File: src/rtl/sym_delay_cal_if.sv
// Bundle of symbol-stream, sweep-control and result signals exchanged between
// the delay calibrator (slave) and the logic that drives it (master).
interface sym_delay_cal_if #(
  parameter int LOG2_N_ACC = 8
) ();
  logic                            sym_clk_en;
  logic                            start;
  logic signed [17:0]              ref_sym;
  logic signed [17:0]              rx_sym;
  logic [7:0]                      delay_out;
  logic                            busy;
  logic                            done;
  logic [7:0]                      best_delay;
  logic signed [18+LOG2_N_ACC-1:0] best_metric;

  modport master (
    output sym_clk_en, start, ref_sym, rx_sym,
    input  delay_out, busy, done, best_delay, best_metric
  );

  modport slave (
    input  sym_clk_en, start, ref_sym, rx_sym,
    output delay_out, busy, done, best_delay, best_metric
  );
endinterface

File: src/rtl/sym_delay_cal.sv
// Sweeps a symbol delay line over 0..MAX_DELAY, correlates its output against the
// received stream at each setting and reports the delay with the largest correlation.
module sym_delay_cal #(
  parameter int MAX_DELAY   = 255,
  parameter int SETTLE_SYMS = 2,
  parameter int LOG2_N_ACC  = 8
) (
  input  logic           clk,
  input  logic           reset,
  sym_delay_cal_if.slave bus
);

  localparam int ACC_W = 18 + LOG2_N_ACC;
  localparam int SET_W = (SETTLE_SYMS > 1) ? $clog2(SETTLE_SYMS) : 1;
  localparam logic [SET_W-1:0]        SETTLE_LAST = SET_W'((SETTLE_SYMS > 0) ? SETTLE_SYMS - 1 : 0);
  localparam logic [LOG2_N_ACC-1:0]   ACC_LAST    = '1;
  localparam logic [7:0]              DELAY_LAST  = 8'(MAX_DELAY);
  localparam logic signed [ACC_W-1:0] METRIC_MIN  = {1'b1, {(ACC_W-1){1'b0}}};

  typedef enum logic [2:0] {
    IDLE,
    SETTLE,
    ACCUM,
    COMPARE,
    FINISH
  } state_t;

  state_t                  state_q, state_d;
  logic [7:0]              delay_q, delay_d;
  logic signed [ACC_W-1:0] acc_q, acc_d;
  logic [SET_W-1:0]        settle_cnt_q, settle_cnt_d;
  logic [LOG2_N_ACC-1:0]   acc_cnt_q, acc_cnt_d;
  logic signed [ACC_W-1:0] run_metric_q, run_metric_d;
  logic [7:0]              run_delay_q, run_delay_d;
  logic [7:0]              best_delay_q, best_delay_d;
  logic signed [ACC_W-1:0] best_metric_q, best_metric_d;
  logic                    busy_q, busy_d;
  logic                    done_q, done_d;
  logic signed [17:0]      sym_term;

  // Full 36-bit product, keeping bits [34:17] as the per-symbol contribution
  assign sym_term = 18'(($signed({{18{bus.ref_sym[17]}}, bus.ref_sym}) *
                         $signed({{18{bus.rx_sym[17]}}, bus.rx_sym})) >>> 17);

  always_ff @(posedge clk or posedge reset) begin
    if (reset) begin
      state_q       <= IDLE;
      delay_q       <= '0;
      acc_q         <= '0;
      settle_cnt_q  <= '0;
      acc_cnt_q     <= '0;
      run_metric_q  <= '0;
      run_delay_q   <= '0;
      best_delay_q  <= '0;
      best_metric_q <= '0;
      busy_q        <= 1'b0;
      done_q        <= 1'b0;
    end else begin
      state_q       <= state_d;
      delay_q       <= delay_d;
      acc_q         <= acc_d;
      settle_cnt_q  <= settle_cnt_d;
      acc_cnt_q     <= acc_cnt_d;
      run_metric_q  <= run_metric_d;
      run_delay_q   <= run_delay_d;
      best_delay_q  <= best_delay_d;
      best_metric_q <= best_metric_d;
      busy_q        <= busy_d;
      done_q        <= done_d;
    end
  end

  always_comb begin
    state_d       = state_q;
    delay_d       = delay_q;
    acc_d         = acc_q;
    settle_cnt_d  = settle_cnt_q;
    acc_cnt_d     = acc_cnt_q;
    run_metric_d  = run_metric_q;
    run_delay_d   = run_delay_q;
    best_delay_d  = best_delay_q;
    best_metric_d = best_metric_q;
    busy_d        = busy_q;
    done_d        = 1'b0;

    unique case (state_q)
      IDLE: begin
        if (bus.start) begin
          delay_d      = '0;
          acc_d        = '0;
          settle_cnt_d = '0;
          acc_cnt_d    = '0;
          run_metric_d = METRIC_MIN;
          run_delay_d  = '0;
          busy_d       = 1'b1;
          state_d      = SETTLE;
        end
      end

      SETTLE: begin
        if (SETTLE_SYMS == 0) begin
          state_d = ACCUM;
        end else if (bus.sym_clk_en) begin
          if (settle_cnt_q == SETTLE_LAST) begin
            settle_cnt_d = '0;
            state_d      = ACCUM;
          end else begin
            settle_cnt_d = settle_cnt_q + 1'b1;
          end
        end
      end

      ACCUM: begin
        if (bus.sym_clk_en) begin
          acc_d = acc_q + {{(ACC_W-18){sym_term[17]}}, sym_term};
          if (acc_cnt_q == ACC_LAST) begin
            acc_cnt_d = '0;
            state_d   = COMPARE;
          end else begin
            acc_cnt_d = acc_cnt_q + 1'b1;
          end
        end
      end

      // Strict greater-than keeps the smaller delay on ties
      COMPARE: begin
        if (acc_q > run_metric_q) begin
          run_metric_d = acc_q;
          run_delay_d  = delay_q;
        end
        if (delay_q == DELAY_LAST) begin
          state_d = FINISH;
        end else begin
          delay_d      = delay_q + 8'd1;
          acc_d        = '0;
          settle_cnt_d = '0;
          acc_cnt_d    = '0;
          state_d      = SETTLE;
        end
      end

      FINISH: begin
        best_delay_d  = run_delay_q;
        best_metric_d = run_metric_q;
        delay_d       = run_delay_q;
        done_d        = 1'b1;
        busy_d        = 1'b0;
        state_d       = IDLE;
      end

      default: state_d = IDLE;
    endcase
  end

  assign bus.delay_out   = delay_q;
  assign bus.busy        = busy_q;
  assign bus.done        = done_q;
  assign bus.best_delay  = best_delay_q;
  assign bus.best_metric = best_metric_q;

endmodule

File: src/flat_wrapper.sv
// flat-port wrapper written by rule: the top's interface ports become plain ports
module sym_delay_cal_flat 
#(
  parameter int MAX_DELAY   = 255,
  parameter int SETTLE_SYMS = 2,
  parameter int LOG2_N_ACC  = 8
)
  (clk, reset, bus_sym_clk_en, bus_start, bus_ref_sym, bus_rx_sym, bus_delay_out, bus_busy, bus_done, bus_best_delay, bus_best_metric);
  sym_delay_cal_if #(.LOG2_N_ACC(LOG2_N_ACC)) bus_i ();
  input  logic clk;
  input  logic reset;
  input wire logic [$bits(bus_i.sym_clk_en)-1:0] bus_sym_clk_en;
  input wire logic [$bits(bus_i.start)-1:0] bus_start;
  input wire logic [$bits(bus_i.ref_sym)-1:0] bus_ref_sym;
  input wire logic [$bits(bus_i.rx_sym)-1:0] bus_rx_sym;
  output wire logic [$bits(bus_i.delay_out)-1:0] bus_delay_out;
  output wire logic [$bits(bus_i.busy)-1:0] bus_busy;
  output wire logic [$bits(bus_i.done)-1:0] bus_done;
  output wire logic [$bits(bus_i.best_delay)-1:0] bus_best_delay;
  output wire logic [$bits(bus_i.best_metric)-1:0] bus_best_metric;
  assign bus_i.sym_clk_en = bus_sym_clk_en;
  assign bus_i.start = bus_start;
  assign bus_i.ref_sym = bus_ref_sym;
  assign bus_i.rx_sym = bus_rx_sym;
  assign bus_delay_out = bus_i.delay_out;
  assign bus_busy = bus_i.busy;
  assign bus_done = bus_i.done;
  assign bus_best_delay = bus_i.best_delay;
  assign bus_best_metric = bus_i.best_metric;
  sym_delay_cal #(.MAX_DELAY(MAX_DELAY), .SETTLE_SYMS(SETTLE_SYMS), .LOG2_N_ACC(LOG2_N_ACC)) u_core (.clk(clk), .reset(reset), .bus(bus_i));
endmodule
File: config.mk
export PLATFORM = sky130hd
export DESIGN_NAME = sym_delay_cal_flat
export DESIGN_NICKNAME = d
export VERILOG_FILES = /design/src/rtl/sym_delay_cal_if.sv /design/src/rtl/sym_delay_cal.sv /design/src/flat_wrapper.sv
export SDC_FILE = /design/constraint.sdc
export NUM_CORES = 1
export LEC_CHECK = 0
export ABC_AREA = 1
export CORE_UTILIZATION = 60
export CTS_CLUSTER_DIAMETER = 120
export DETAILED_ROUTE_END_ITERATION = 10
export HOLD_SLACK_MARGIN = 0.06
export PLACE_DENSITY = 0.79
export SETUP_SLACK_MARGIN = 0.5
export SLEW_MARGIN = 15
export SYNTH_ARGS = -nofsm -noshare
export SYNTH_HDL_FRONTEND = slang
export SYNTH_SLANG_ARGS = --single-unit
File: constraint.sdc
create_clock -name clk -period 10.03 [get_ports clk]
set_clock_uncertainty 0.05 [all_clocks]
set_input_delay 2.5075 -clock clk [delete_from_list [all_inputs] [get_ports clk]]
set_output_delay 2.5075 -clock clk [all_outputs]
set_load 0.02 [all_outputs]
==> summary.md, run 1 <==
| Metric | Value |
|---|---|
| Status | `completed` |
| H-tree Lvls | `4` |
| Hold Buf Count CTS | `0` |
| Clock Tree Buf Depth | `2` |
| Placed Area | `21,100 µm²` |
| Drt first pass iters | `6` |
| Most numerous cell on the critical path | `fa_1` |
| CTS sink count | `116` |
| F_max | `108 MHz` |
| Input/output buffers | `83` |
| Pin count of the biggest net entering global routing | `66` |
| Crit Path Max Fanout | `18` |
| Most frequent cells in the layout | `643 x inv_1, 605 x nand2_1, 316 x fa_1` |
| Final period util | `92.5%` |
| # IOs | `84` |
| Overflow after GRT | `0` |
| Post-synth EDFFs | `0` |
| Post-DP HPWL | `39,300 µm` |
| Initial antenna violation count | `0` |
| Placed cells | `2,997` |
| Initial DRC count | `1,224` |
| Layout cells sized above 1 | `10.8%` |
| Area occupied by registers | `2900 µm²` |
| Setup CP Type | `primary input to register` |
| Max-Cap Viols | `0` |
| Die width | `181 µm` |
| Most used flip-flop cell after synthesis | `dfrtp_1` |
| Async set or reset register ratio after synthesis | `100%` |
| Final setup fails | `0` |
| Die height | `181 µm` |
| Vias/cell | `5.48` |
| CP endpoint kind | `register` |
| Synth Area in Compound Gates | `7.01%` |
| Clock root cell | `clkbuf_16` |
| Area Overhead vs Synth | `16.7%` |
| Non-filler cells, final | `3,046` |
| Detailed-route DRC error count | `0` |
| Slowest CP cell | `fa_1` |
| Syn_nets | `3,002` |
| Effective utilization at floorplan | `60.9%` |
| Synth Area in XOR/XNOR | `1.09%` |
| Sequential area share after synthesis | `15.1%` |
| Simple-Gate Fraction of Synth Area | `18.8%` |
| RSZ-0062 raised after global routing | `false` |
| Startpoint class of the critical path | `primary input` |
| Worst skew pair latency | `0.42 ns` |
| Clock-pin slew on the worst setup and hold paths | `0.06 ns` |
| # fillers | `2,374` |
| CP arrival | `9.51 ns` |
| Die area | `32,800 µm²` |
| Worst hold-check path type | `register to register` |
| Worst Path Required | `10.26 ns` |
| Mapped Cells | `2,496` |
| Area taken by multi-input logic gates | `13,900 µm²` |
| Seq cells post-synth | `116` |
| Max Slew Vio Count | `0` |
| Antenna-violating nets left | `0` |
| RePlAce Congestion | `0.898` |
| Final Critical Period | `9.28 ns` |
| GRT Total Usage | `31.0%` |
| Final count of hold timing violations | `0` |
| CTS Buf Count | `17` |
| Design Area, Final | `22,400 µm²` |
| Global-route wire length before repair | `82,100 µm` |
| TritonCTS clock tree | `yes` |
| Most common cell after layout, fill and taps aside | `inv_1` |
| Yosys cell types | `45` |
| Largest stage delay, worst path | `0.53 ns` |
| Routed len/inst | `16.2 µm` |
| Fraction of the mapped netlist area in adder cells | `42.9%` |
| Avg Cell Area, Syn | `7.71 µm²` |
| Via count | `16.7k` |
| Row cnt | `65` |
| Largest family of logic cells by synthesized area | `adder cells` |
| Post-Route WL | `49,400 µm` |
| Yosys Warn Count | `0` |
| Slew margin rel. | `42.5%` |
| Post-synthesis mux area share | `0%` |
| Mapped Area | `19,200 µm²` |
| Core Footprint | `31,600 µm²` |
| Vias in the first global route | `17.5k` |
| Worst slew pin tran | `0.862 ns` |
| Final net count | `3,137` |
| # diodes | `0` |
[critical path: cells and delay by family]
family	cells	cell delay [ns]
AOI/OAI and AO/OA	6	0.77
xor gates and xnor gates	1	0.10
adders and majority gates	8	3.71
and+or+nand+nor	10	1.34
buffers and inverters	7	1.07
[stage by stage]
| step | hold WS, ns | setup TNS [ns] | setup WS, ns | utilization, % |
|---|---|---|---|---|
| after floorplan | 0.392 | 0 | 0.825 | - |
| after global placement | 0.405 | 0 | 0.00910 | 66.9 |
| after detailed placement | 0.408 | -0.0729 | -0.0528 | 66.9 |
| after CTS | 0.422 | 0 | 0.512 | 68.9 |
| after global routing | 0.440 | 0 | 0.423 | 71.1 |
| final | 0.421 | 0 | 0.752 | 71.1 |
[layer usage]
layer | vias up | wire length [µm] | global-route usage [%]
met5 | - | 0 | 0
met2 | 633 | 25200 | 55.1
met1 | 8258 | 19600 | 39.3
met3 | 130 | 3190 | 3.85
met4 | 0 | 1370 | 10.0
li1 | 7656 | - | -
[worst paths after layout]
check	startpoint	end	slack, ns	depth (start not counted)
worst min register to register	u_core.run_metric_q[7]	u_core.run_metric_q[7]	0.42	2
worst max-delay path	bus_ref_sym[12]	u_core.acc_q[23]	0.75	32
min in group asynchronous	reset	u_core.bus.best_delay[5]	2.56	2
worst max register to register	u_core.state_q[1]	u_core.acc_cnt_q[5]	6.93	12
worst min-delay path	u_core.run_metric_q[7]	u_core.run_metric_q[7]	0.42	2
max in group asynchronous	reset	u_core.acc_cnt_q[4]	6.07	3
[registers in the layout (all words and copies together) (netlist names)]
signal,flops
u_core.acc_q,26
u_core.acc_cnt_q,8
u_core.run_delay_q,8
u_core.bus.busy,1
u_core.bus.best_metric,26
u_core.bus.delay_out,8
u_core.settle_cnt_q,1
u_core.bus.done,1
u_core.run_metric_q,26
u_core.state_q,3
u_core.bus.best_delay,8
[cells by family after synthesis]
group | after synthesis
adder cells (fa/ha/maj) | 466
buffers and inverters | 758
AO/OA/AOI/OAI | 243
AND/OR/NAND/NOR | 889
flip-flops | 116
XOR/XNOR | 24
[cell type report]
type                            count  area share (%)
Inverter                          658            11.1
Sequential cell                   116            12.9
Tap cell                          402            2.24
Timing Repair Buffer              216            9.12
Clock buffer                       20            2.08
Clock inverter                     12           0.686
Multi-Input combinational cell   1622            61.9
[synthesized netlist by cell type, drive strengths merged (4+ instances only)]
cell / n / area, µm²
buf: 19 / 130
fa: 323 / 6470
nand4: 44 / 275
nand2: 624 / 2350
inv: 658 / 2470
a21o: 11 / 82.6
o22ai: 11 / 75.1
o21ai: 101 / 505
a211oi: 4 / 30.0
or2: 8 / 50.1
a21oi: 87 / 439
xnor2: 9 / 78.8
ha: 143 / 1790
clkbuf: 81 / 304
a31oi: 8 / 50.1
o21bai: 6 / 45.0
o21a: 5 / 37.5
nor2: 135 / 519
dfrtp: 116 / 2900
nand3: 54 / 270
xor2: 15 / 131
nor3: 20 / 111
[repair_timing]
action	CTS	global route
endpoints found under the setup margin	11	17
pin swaps	0	34
setup buffers	0	14
gates resized for setup	12	144
cloned	0	3
Power of run 1 is not shown: default switching activity piles up to over one toggle a cycle in this logic, so the estimate is an artifact.
==> run 2, diff against run 1 <==
--- a/config.mk
+++ b/config.mk
@@ -5,9 +5,9 @@
 export SDC_FILE = /design/constraint.sdc
 export NUM_CORES = 1
 export LEC_CHECK = 0
-export ABC_AREA = 1
 export CORE_UTILIZATION = 60
 export CTS_CLUSTER_DIAMETER = 120
+export CTS_CLUSTER_SIZE = 8
 export DETAILED_ROUTE_END_ITERATION = 10
 export HOLD_SLACK_MARGIN = 0.06
 export PLACE_DENSITY = 0.79
==> run 2 against run 1 <==
Against the previous run: flip-flop and latch count stayed put; global-route usage grew 1.2 points; first-iteration DRC count is 22% lower; fmax decreased by 7.2%; sequential share of layout area hardly changed; hold slack gained 0.0044 ns; cell count is 13% lower; die area down 5.6%; setup slack got worse by 0.72 ns; count of clock-buffer cells in the layout stayed put; critical endpoint is now u_core.acc_q[18]; highest routed layer unchanged.
==> summary.md, run 2 <==
| Metric | Value |
|---|---|
| Status | `completed` |
| Final net count | `2,745 (-12%)` |
| Design Area, Final | `22,400 µm² (-0.25%)` |
| CTS Buf Count | `17 (unchanged)` |
| Row cnt | `63 (-3.1%)` |
| Final Critical Period | `10.00 ns (+0.725 ns)` |
| Slew margin rel. | `43.1% (+0.62 points)` |
| Top cell type's share of synthesized area | `35.6% (+2.0 points)` |
| Post-synth EDFFs | `0 (unchanged)` |
| Worst hold path startpoint | `u_core.bus.best_metric[2]` |
| Reg-to-reg slack, setup | `6.60 ns (-0.33 ns)` |
| CP arrival | `10.22 ns (+0.71 ns)` |
| Antenna-violating nets left | `0 (unchanged)` |
| Final period util | `99.7% (+7.2 points)` |
| H-tree Lvls | `4 (unchanged)` |
| Async set or reset register ratio after synthesis | `100% (unchanged)` |
| Detailed-route DRC error count | `0 (unchanged)` |
| Max-Cap Viols | `0 (unchanged)` |
| Final setup fails | `0 (unchanged)` |
| Setup CP Type | `primary input to register` |
| Worst R2R Start | `u_core.acc_q[0]` |
| Most numerous cell on the critical path | `fa_1` |
| Reg-to-Reg End | `u_core.acc_q[18]` |
| Initial DRC count | `950 (-22%)` |
| Post-DP HPWL | `34,700 µm (-12%)` |
| Worst skew pair latency | `0.42 ns (about the same)` |
| Area Overhead vs Synth | `23.4%` |
| Input/output buffers | `83 (unchanged)` |
| Worst Hold End | `u_core.bus.best_metric[2]` |
| Post-Route WL | `47,200 µm (-4.4%)` |
| Die height | `176 µm (-2.8%)` |
| Yosys Warn Count | `0 (unchanged)` |
| Via count | `15.0k (-10%)` |
| Effective utilization at floorplan | `61.1% (+0.12 points)` |
| RSZ-0062 raised after global routing | `true` |
| CP top delay family | `adder cells` |
| Vias/cell | `5.68 (+3.8%)` |
| TritonCTS clock tree | `yes` |
| Routed len/inst | `17.9 µm (+10%)` |
| Yosys top cell by area | `fa_1` |
| Avg Cell Area, Syn | `9.26 µm² (+20%)` |
| Sequential area share after synthesis | `16.0% (+0.90 points)` |
| Startpoint class of the critical path | `primary input` |
| RePlAce Congestion | `0.908 (+1.1%)` |
| F_max | `100 MHz (-7.2%)` |
| Top post-synthesis cells by area | `fa_1 36%, dfrtp_1 16%, ha_1 9.9%` |
| Hold Path Stages | `2 (unchanged)` |
| Final Core Density | `75.3% (+4.2 points)` |
| Vias in the first global route | `16.3k (-6.9%)` |
| Die area | `30,900 µm² (-5.6%)` |
| CTS sink count | `116 (unchanged)` |
| Pin count of the biggest net entering global routing | `64 (-3.0%)` |
| Syn_nets | `2,466 (-18%)` |
| Placed Area | `20,700 µm² (-1.9%)` |
| Most used flip-flop cell after synthesis | `dfrtp_1` |
| Worst Path Required | `10.25 ns (about the same)` |
| Die width | `176 µm (-2.8%)` |
| DP Worst Slack | `-0.610 ns (-0.557 ns)` |
| Yosys cell types | `56 (+24%)` |
| # IOs | `84 (unchanged)` |
| Final count of hold timing violations | `0 (unchanged)` |
| Fin worst setup slack | `0.0275 ns (-0.725 ns)` |
| Max Slew Vio Count | `0 (unchanged)` |
| Worst slew pin tran | `0.852 ns (-0.0101 ns)` |
| Clock-pin slew on the worst setup and hold paths | `0.06 ns (about the same)` |
| # diodes | `0 (unchanged)` |
| CP endpoint kind | `register` |
| Mapped Cells | `1,960 (-21%)` |
| Overflow after GRT | `0 (unchanged)` |
| Top-count cell post-synth | `inv_1` |
| Global-route wire length before repair | `78,700 µm (-4.2%)` |
| Clock Tree Buf Depth | `2 (unchanged)` |
| Clock root cell | `clkbuf_16` |
| Crit path depth | `35 (+9.4%)` |
| Seq cells post-synth | `116 (unchanged)` |
| Crit Path Max Fanout | `4 (-14)` |
| Mapped Area | `18,100 µm² (-5.6%)` |
| Setup_tns | `0 ns (unchanged)` |
| Slowest CP cell | `fa_1` |
| Synth top cells by count | `385 x inv_1, 323 x fa_1, 287 x nand2_1, 158 x and2_1, 143 x ha_1` |
| R2R cell count | `16 (+4)` |
| Layout cells sized above 1 | `21.5% (+11 points)` |
| Core Footprint | `29,700 µm² (-5.8%)` |
| Drt first pass iters | `5 (-1)` |
| GRT Total Usage | `32.2% (+1.2 points)` |
| Initial antenna violation count | `0 (unchanged)` |
| Largest stage delay, worst path | `0.53 ns (about the same)` |
| Buf/Inv on CP | `11 (+4)` |
| Most common cell after layout, fill and taps aside | `inv_1` |
| Most frequent cells in the layout | `358 x inv_1, 300 x fa_1, 275 x nand2_1` |
| Worst hold-check path type | `register to register` |
==> run 2: cell count changes in the layout (fill, tap and decap cells not counted), sizes merged, moves of 34 or more <==
cell,change
nand3,-39
nand4,-38
a32oi,+34
nand2,-337
nor2,-90
buf,+136
a21oi,-36
and2,+158
inv,-271
==> run 2: final cells by class <==
type | instances | area, µm²
clock inverters | 12 | 155
clock buffers | 20 | 457
fillers | 1905 | 7330
inverters | 385 | 1450
repair buffers | 339 | 2960
well taps | 390 | 488
flip-flops and latches | 116 | 2900
multi-input cells | 1380 | 14000
==> run 2: how the worst max path moves through the flow <==
stage,startpoint,end,slack [ns]
4_1_cts,bus_ref_sym[7],u_core.acc_q[20],0.19
3_3_place_gp,bus_rx_sym[2],u_core.acc_q[22],-0.43
2_1_floorplan,bus_rx_sym[6],u_core.acc_q[22],0.46
5_1_grt,bus_ref_sym[4],u_core.acc_q[20],-0.26
6_report,bus_ref_sym[7],u_core.acc_q[18],0.03
3_5_place_dp,bus_rx_sym[7],u_core.acc_q[23],-0.61
==> run 2: layer usage <==
metal | routed length (µm) | part of all wire, % | track usage [%]
met5 | 0 | 0 | 0
met1 | 17800 | 38 | 39.7
met4 | 2210 | 4.7 | 15.4
met3 | 2680 | 5.7 | 3.33
met2 | 24500 | 52 | 56.7
==> run 2: tightest hold or removal path: stages, from the launching register on <==
cell and delay (ns):
dfrtp_1 0.34, nand2_1 0.04, o21ai_0 0.06
==> run 2: cells by family (layout without fill, tap and decap cells) <==
kind of cell	after synthesis	in the layout	share of synthesized area [%]
simple gates	577	577	15.3
fa+ha+maj	466	466	45.5
buf+inv	464	756	9.98
compound gates	285	285	10.7
flops	116	116	16.0
xor+xnor	50	50	2.41
mux	2	2	0.110
==> run 2: stage by stage <==
stage          instances  hold WS (ns)
3_3_place_gp        2547         0.412
6_report            2642         0.425
5_1_grt             2642         0.454
4_1_cts             2636         0.431
2_1_floorplan       1960         0.411
3_5_place_dp        2547         0.421
==> run 2: what timing repair did <==
item                                    in CTS  in global routing
hold buffers                                 0                  0
gates resized for setup                    238                 35
endpoints found under the setup margin      14                 16
pin swaps                                   81                 37
buffers inserted                            51                  6
gates cloned                                 6                  0
Power of run 2 is left out for the same reason.
